File: config.mk
export PLATFORM = sky130hd
export DESIGN_NAME = fetch_queue
export DESIGN_NICKNAME = d
export VERILOG_FILES = /design/src/rtl/fetch_queue_pkg.sv /design/src/rtl/fetch_queue_storage.sv /design/src/rtl/fetch_queue.sv
export SDC_FILE = /design/constraint.sdc
export NUM_CORES = 1
export LEC_CHECK = 0
export ABC_CLOCK_PERIOD_IN_PS = 2900
export BUFFER_PORTS_ARGS = -buffer_cell sky130_fd_sc_hd__buf_2
export CAP_MARGIN = 30
export CELL_PAD_IN_SITES_DETAIL_PLACEMENT = 1
export CELL_PAD_IN_SITES_GLOBAL_PLACEMENT = 1
export CORE_MARGIN = 1
export CORE_UTILIZATION = 45
export CTS_CLUSTER_DIAMETER = 60
export DETAILED_ROUTE_END_ITERATION = 6
export PLACE_DENSITY = 0.77
export SLEW_MARGIN = 10
export SYNTH_ARGS = -nofsm -noshare
export SYNTH_HDL_FRONTEND = slang
export SYNTH_SLANG_ARGS = --single-unit
export TNS_END_PERCENT = 1
File: constraint.sdc
create_clock -name clk -period 2.9 [get_ports clk]
set_input_delay 0.29 -clock clk [delete_from_list [all_inputs] [get_ports clk]]
set_output_delay 0.29 -clock clk [all_outputs]
set_load 0.02 [all_outputs]
File: src/rtl/fetch_queue_pkg.sv
// rtl/fetch_queue_pkg.sv - shared fetch/decode types and widths
package fetch_queue_pkg;

  localparam int ADDR_WIDTH = 32;
  localparam int DATA_WIDTH = 32;

  // One fetched instruction; decode consumes the same layout.
  typedef struct packed {
    logic [ADDR_WIDTH-1:0] pc;
    logic [DATA_WIDTH-1:0] instr;
  } fetch_entry_t;

endpackage

File: src/rtl/fetch_queue_storage.sv
// rtl/fetch_queue_storage.sv - fetch queue entry array, one write port, async read
module fetch_queue_storage
  import fetch_queue_pkg::*;
#(
  parameter int DEPTH = 4,
  localparam int PTR_WIDTH = $clog2(DEPTH)
) (
  input  logic                 clk,
  input  logic                 i_we,
  input  logic [PTR_WIDTH-1:0] i_waddr,
  input  fetch_entry_t         i_wdata,
  input  logic [PTR_WIDTH-1:0] i_raddr,
  output fetch_entry_t         o_rdata
);

  // Contents only matter once the control logic marks them valid, so no reset.
  fetch_entry_t mem_q [DEPTH];

  always_ff @(posedge clk) begin
    if (i_we) begin
      mem_q[i_waddr] <= i_wdata;
    end
  end

  assign o_rdata = mem_q[i_raddr];

endmodule

File: src/rtl/fetch_queue.sv
// rtl/fetch_queue.sv - in-order instruction buffer between icache and decode
module fetch_queue
  import fetch_queue_pkg::*;
#(
  parameter int DEPTH = 4,
  localparam int PTR_WIDTH = $clog2(DEPTH)
) (
  input  logic                  clk,
  input  logic                  rst_n,
  input  logic                  i_valid,
  input  logic [ADDR_WIDTH-1:0] i_pc,
  input  logic [DATA_WIDTH-1:0] i_instr,
  input  logic                  i_flush,
  output logic                  o_full,
  output logic                  o_valid,
  output logic [ADDR_WIDTH-1:0] o_pc,
  output logic [DATA_WIDTH-1:0] o_instr,
  input  logic                  i_ready,
  output logic [PTR_WIDTH:0]    o_count
);

  logic [PTR_WIDTH-1:0] wr_ptr_q, wr_ptr_d;
  logic [PTR_WIDTH-1:0] rd_ptr_q, rd_ptr_d;
  logic [PTR_WIDTH:0]   count_q, count_d;
  logic                 push, pop;
  fetch_entry_t         wr_entry, head_entry;

  // Status comes purely from the registered count: no path from i_valid/i_ready.
  assign o_valid = (count_q != '0);
  assign o_full  = (count_q == (PTR_WIDTH+1)'(DEPTH));
  assign o_count = count_q;

  assign push = i_valid & ~o_full & ~i_flush;
  assign pop  = o_valid & i_ready & ~i_flush;

  always_comb begin
    wr_ptr_d = wr_ptr_q;
    rd_ptr_d = rd_ptr_q;
    count_d  = count_q;
    if (i_flush) begin
      wr_ptr_d = '0;
      rd_ptr_d = '0;
      count_d  = '0;
    end else begin
      if (push) wr_ptr_d = wr_ptr_q + PTR_WIDTH'(1);
      if (pop)  rd_ptr_d = rd_ptr_q + PTR_WIDTH'(1);
      case ({push, pop})
        2'b10:   count_d = count_q + (PTR_WIDTH+1)'(1);
        2'b01:   count_d = count_q - (PTR_WIDTH+1)'(1);
        default: count_d = count_q;
      endcase
    end
  end

  always_ff @(posedge clk or negedge rst_n) begin
    if (!rst_n) begin
      wr_ptr_q <= '0;
      rd_ptr_q <= '0;
      count_q  <= '0;
    end else begin
      wr_ptr_q <= wr_ptr_d;
      rd_ptr_q <= rd_ptr_d;
      count_q  <= count_d;
    end
  end

  assign wr_entry.pc    = i_pc;
  assign wr_entry.instr = i_instr;

  fetch_queue_storage #(.DEPTH(DEPTH)) u_storage (
    .clk     (clk),
    .i_we    (push),
    .i_waddr (wr_ptr_q),
    .i_wdata (wr_entry),
    .i_raddr (rd_ptr_q),
    .o_rdata (head_entry)
  );

  assign o_pc    = head_entry.pc;
  assign o_instr = head_entry.instr;

endmodule

---- Word level (Yosys, flattened, before mapping) ----
Memories as Yosys holds them, arrays and structs flattened.
Cells that the tools add are included.
storage, ports and cells
  flip-flop bits (word level) ............. 7
  bits in latches ......................... 0
  bits in writable memories ............... 256
  ROM bits ................................ 0
  input bits .............................. 69
  logic and storage cells ................. 29
  memories kept ........................... 1
memories
  memory           words  width  read ports  clocked after memory_dff  wr ports  line                       RTL
  u_storage.mem_q  4      64     1           0                         1         fetch_queue_storage.sv:17  fetch_entry_t mem_q [DEPTH];
cells by class
  $add $sub $neg .......................... 4
  $mul .................................... 0
  div/mod/pow operators ................... 0
  magnitude comparators ................... 0
  eq/ne operators ......................... 3
  shifts and indexed selects .............. 0
  multiplexer cells ....................... 8
  bitwise logic cells ..................... 6
  reductions and logical operators ........ 4
operator list
  operator                                                            count
  2-bit two-way mux                                                   4
  3-bit one-hot mux with 2 select lines                               1
  3-bit nonzero test                                                  2
  2-bit by 1-bit adder with 2-bit output, second input constant       2
  1-bit AND                                                           4
  2-bit nonzero test                                                  2
  3-bit by 1-bit adder with 3-bit output, second input constant       1
  3-bit == test, second input constant                                1
  3-bit two-way mux                                                   1
  3-bit by 1-bit subtractor with 3-bit output, second input constant  1
  2-bit by 1-bit == test with 1-bit output, second input constant     1
  2-bit == test, second input constant                                1
  1-bit two-way mux                                                   2
  1-bit inverter                                                      2

---- Depth between registers and ports, before layout ----
  word-level depth ........................ 7
  mapped depth ............................ 8
  depth with buffers taken out ............ 7

---- Cells and area by module ----
Synthesis repeated with hierarchy kept, for this count alone.
unflattened totals
  cells, all modules ...................... 394
  area total of the unflattened synthesis .. 9833.2 um^2
by module, submodules not included
  module               instances  cells each  area each (um^2)
  fetch_queue_storage  1          338         9341.5
  fetch_queue          1          56          491.7

---- Least setup slack after synthesis ----
OpenSTA, ideal clock, no wires.
  path kind ............................... reg2reg
  start point ............................. register count_q[0], in the netlist o_count[0]
  end point ............................... memory u_storage.mem_q[0][0] in the netlist's numbering, enable pin
  setup time .............................. 0.429 ns
  data arrival time ....................... 2.720 ns
  data required time ...................... 2.471 ns
  path slack .............................. -0.248 ns
  cell stages (with the launch flop) ...... 5
  path buffers ............................ 0
  clock period less this slack ............ 3.148 ns
  cells stage by stage .................... dfrtp_1 -> nand2b_1 -> nor2_1 -> nor3b_1 -> and2_1
on the way
  cells in the longest elaborated chain, start to end .. 6
ends and longest elaborated chain
  element                                  line                       RTL
  from (decl)                              fetch_queue.sv:24          logic [PTR_WIDTH:0] count_q, count_d;
  from (signal assigned)                   fetch_queue.sv:63          count_q <= count_d;
  3-bit == test                            fetch_queue.sv:30          assign o_full = (count_q == (PTR_WIDTH+1)'(DEPTH));
  via o_full                               fetch_queue.sv:14          output logic o_full,
  1-bit inverter                           fetch_queue.sv:33          assign push = i_valid & ~o_full & ~i_flush;
  1-bit AND (2 in a row)                   fetch_queue.sv:33
  1-bit two-way mux                        fetch_queue_storage.sv:20  if (i_we) begin
  1-bit two-way mux (implied by the code)  fetch_queue_storage.sv:21  mem_q[i_waddr] <= i_wdata;
  to (decl)                                fetch_queue_storage.sv:17
The timed path passes the listed nets, and every way through them passes these cells.

---- Final worst setup path ----
  start point ............................. register rd_ptr_q[0]
  end point ............................... output port o_instr[25]
on the way
  cells in the longest elaborated chain, start to end .. 1
ends and longest elaborated chain
  element                 line               RTL
  from (decl)             fetch_queue.sv:23  logic [PTR_WIDTH-1:0] rd_ptr_q, rd_ptr_d;
  from (signal assigned)  fetch_queue.sv:62  rd_ptr_q <= rd_ptr_d;
  memory read 4 x 64 bit  n/a
  to (decl)               fetch_queue.sv:17  output logic [DATA_WIDTH-1:0] o_instr,
Every way passes these cells.

==> metrics.txt <==
outcome=finished, final reports clean; reg2reg end=u_storage.mem_q[1][6]; overall global routing resource usage=18.78%; final-stage net count=698; DR WL/cell=22.13 µm; Worst Skew=0.02513 ns; Layout area overhead=27.76%; worst-path fanout max=25; final setup TNS=0 ns; Vias=4885; most common cell in the netlist=edfxtp_1; Critical Path Start=rd_ptr_q[0]; antenna violations before repair=3; critical path arrival=2.24 ns; WHS=0.02974 ns; fraction of post-synthesis cell area in the top cell type by area=78.52%; die height=149.5 µm; RSZ-0062 raised after global routing=false; row count=53; filler instances=1793; Reg2Reg Depth=5; placed inst area=0.01089 mm²; Rel. slew slack=62.27%; CP endpoint kind=output pin; register area share after synthesis=80.31%; Worst-Margin Slew=0.5647 ns; GRT overflow=0; core area=0.02115 mm²; power density over the cells=738.4 mW/mm²; Min-Delay Path Class=in -> reg; DP Wirelength=12040 µm; CTS root buffer=clkbuf_16; Post-synth top cells=edfxtp_1 (256), mux4_2 (64), buf_2 (9), nor2_1 (8), dfrtp_1 (7); Num Clock Sinks=263; vias in the first global route=5459; Period minus WS final=2.525 ns; CP Class=reg -> out; later-pin clock latency in the skew report=0.54 ns; via/cell ratio=5.298; cell taking the most area after synthesis=edfxtp_1; ranking of synthesized cells by area=edfxtp_1 (79%), mux4_2 (15%), dfrtp_1 (1.8%); Die Area=0.02235 mm²; number of enable flip-flop cells after synthesis=256; Tot Pwr=9.237 mW; P_leak=4.268 nW; MaxCap Viol Count=0; CTS tree=done; # DRC=0; largest net degree at the start of global routing=48; ys async rst share=2.662%; predominant post-synthesis flop cell=edfxtp_1; clk buf depth=3; CTS H-tree lvls=1; Worst-path clk slew=0.06 ns; CTS Buf Count=27; Cells after Synth=400; DRT iter0 DRCs=289; port bufs=137; Syn Area/Cell=24.48 µm²; FF-to-FF Start=o_count[0]; final setup fails=0; share of cells above drive strength 1=41.24%; DRT Pass-1 Iters=6; Max Fclk=396.0 MHz; Post-Place Cells=806; final worst-path cycle share=87.07%; Final Hold Vio Count=0; flop-to-flop setup slack=0.48 ns; I/O pin cnt=138; RD Place Congestion=0.6773; first-pass GRT wire length=31000 µm; maximum vdd drop=0.0005752 V; #FFs+latches synth=263; CP endpoint=o_instr[25]; fin. max-slew vios=0; Starting Density=46.28%; post-route cell area=0.01251 mm²; Cell Count, Final, Fillers Out=922; Worst Setup Start Kind=register; worst path required time=2.61 ns; distinct cell type count after synthesis=31; cell area after synthesis=0.009791 mm²; wirelength, routed=20410 µm; syn_nets=474; die width=149.5 µm; antenna-violating nets left=0; Yosys warning count=0
-- how the worst min path moves through the flow --
| stage | to | start | slack (ns) | cells past startpoint |
|---|---|---|---|---|
| after detailed placement | o_count[0] | rst_n | 0.14 | 1 |
| after global routing | u_storage.mem_q[1][28] | i_instr[28] | 0.01 | 1 |
| final | u_storage.mem_q[3][28] | i_instr[28] | 0.03 | 1 |
| after CTS | u_storage.mem_q[3][28] | i_instr[28] | 0.002 | 1 |
| after floorplan | o_count[0] | rst_n | -0.006 | 0 |
| after global placement | o_count[2] | rst_n | 0.13 | 1 |
-- cells in the final DEF, fill, tap and decap left out, types with 2 or more instances in the layout --
| cell | count |
|---|---|
| buf_2 | 137 |
| nor3_1 | 2 |
| clkinv_1 | 4 |
| inv_1 | 4 |
| a2111oi_2 | 2 |
| mux4_2 | 64 |
| nand2_1 | 6 |
| edfxtp_1 | 256 |
| dfrtp_1 | 5 |
| diode_2 | 2 |
| a21oi_1 | 3 |
| clkbuf_16 | 27 |
| o22ai_1 | 2 |
| buf_4 | 5 |
| ha_1 | 4 |
| dfrtp_4 | 2 |
| xor2_1 | 3 |
| clkinv_2 | 7 |
| nor2_1 | 8 |
| and2_4 | 4 |
| dlygate4sd3_1 | 64 |
| bufinv_16 | 7 |
| clkinvlp_4 | 3 |
| nand3_1 | 4 |
| buf_12 | 7 |
-- cell type report --
cell class / count / area [µm²] / area share (%)
antenna: 2 / 5.005 / 0.04001
clock buffer: 28 / 679.4 / 5.432
clock inverter: 22 / 291.5 / 2.331
inverter: 4 / 15.01 / 0.1200
multi-input combinational: 115 / 1799 / 14.38
sequential: 263 / 7870 / 62.92
tap: 275 / 344.1 / 2.751
timing repair buffer: 213 / 1504 / 12.02
-- state kept, by name, summed over array words and instances (netlist names) --
signal / flops
u_storage.mem_q: 256
rd_ptr_q: 2
wr_ptr_q: 2
o_count: 3
-- metrics by stage --
stage	setup slack [ns]	utilization, %
floorplan	-0.2478	-
global placement	0.6010	51.49
detailed placement	0.4717	51.49
CTS	0.3222	59.11
global route	0.2438	59.13
finish	0.3749	59.13
-- kinds of logic after synthesis --
group	share of synthesized area, %
AOI/OAI and AO/OA	1.010
xor gates and xnor gates	0.3579
muxes	14.82
buffers and inverters	1.418
DFF	80.31
adders and majority gates	0.7157
and+or+nand+nor	1.368
-- what timing repair did --
item,4_1_cts,5_1_grt
buffers inserted,0,0
hold buffers,64,0
hold endpoints to repair,257,0
resized for setup,0,0
-- critical path: stages (launching register included) --
cell and delay, ns:
dfrtp_4 0.65, buf_12 0.28, mux4_2 0.58, buf_2 0.19
-- where the power goes --
group	switching [mW]	internal, mW	leakage, nW
clock	1.42	2.33	0.471
combinational	0.607	0.500	1.38
sequential	0.0734	4.31	2.41
-- per-layer routing --
metal	wire [µm]	up-vias	track usage, %
li1	-	2148	-
met1	8210	2576	23.63
met2	10850	136	33.45
met3	1030	23	2.957
met4	295	2	5.561
met5	17	-	0
Note: power is estimated with default switching activity, not from simulation.
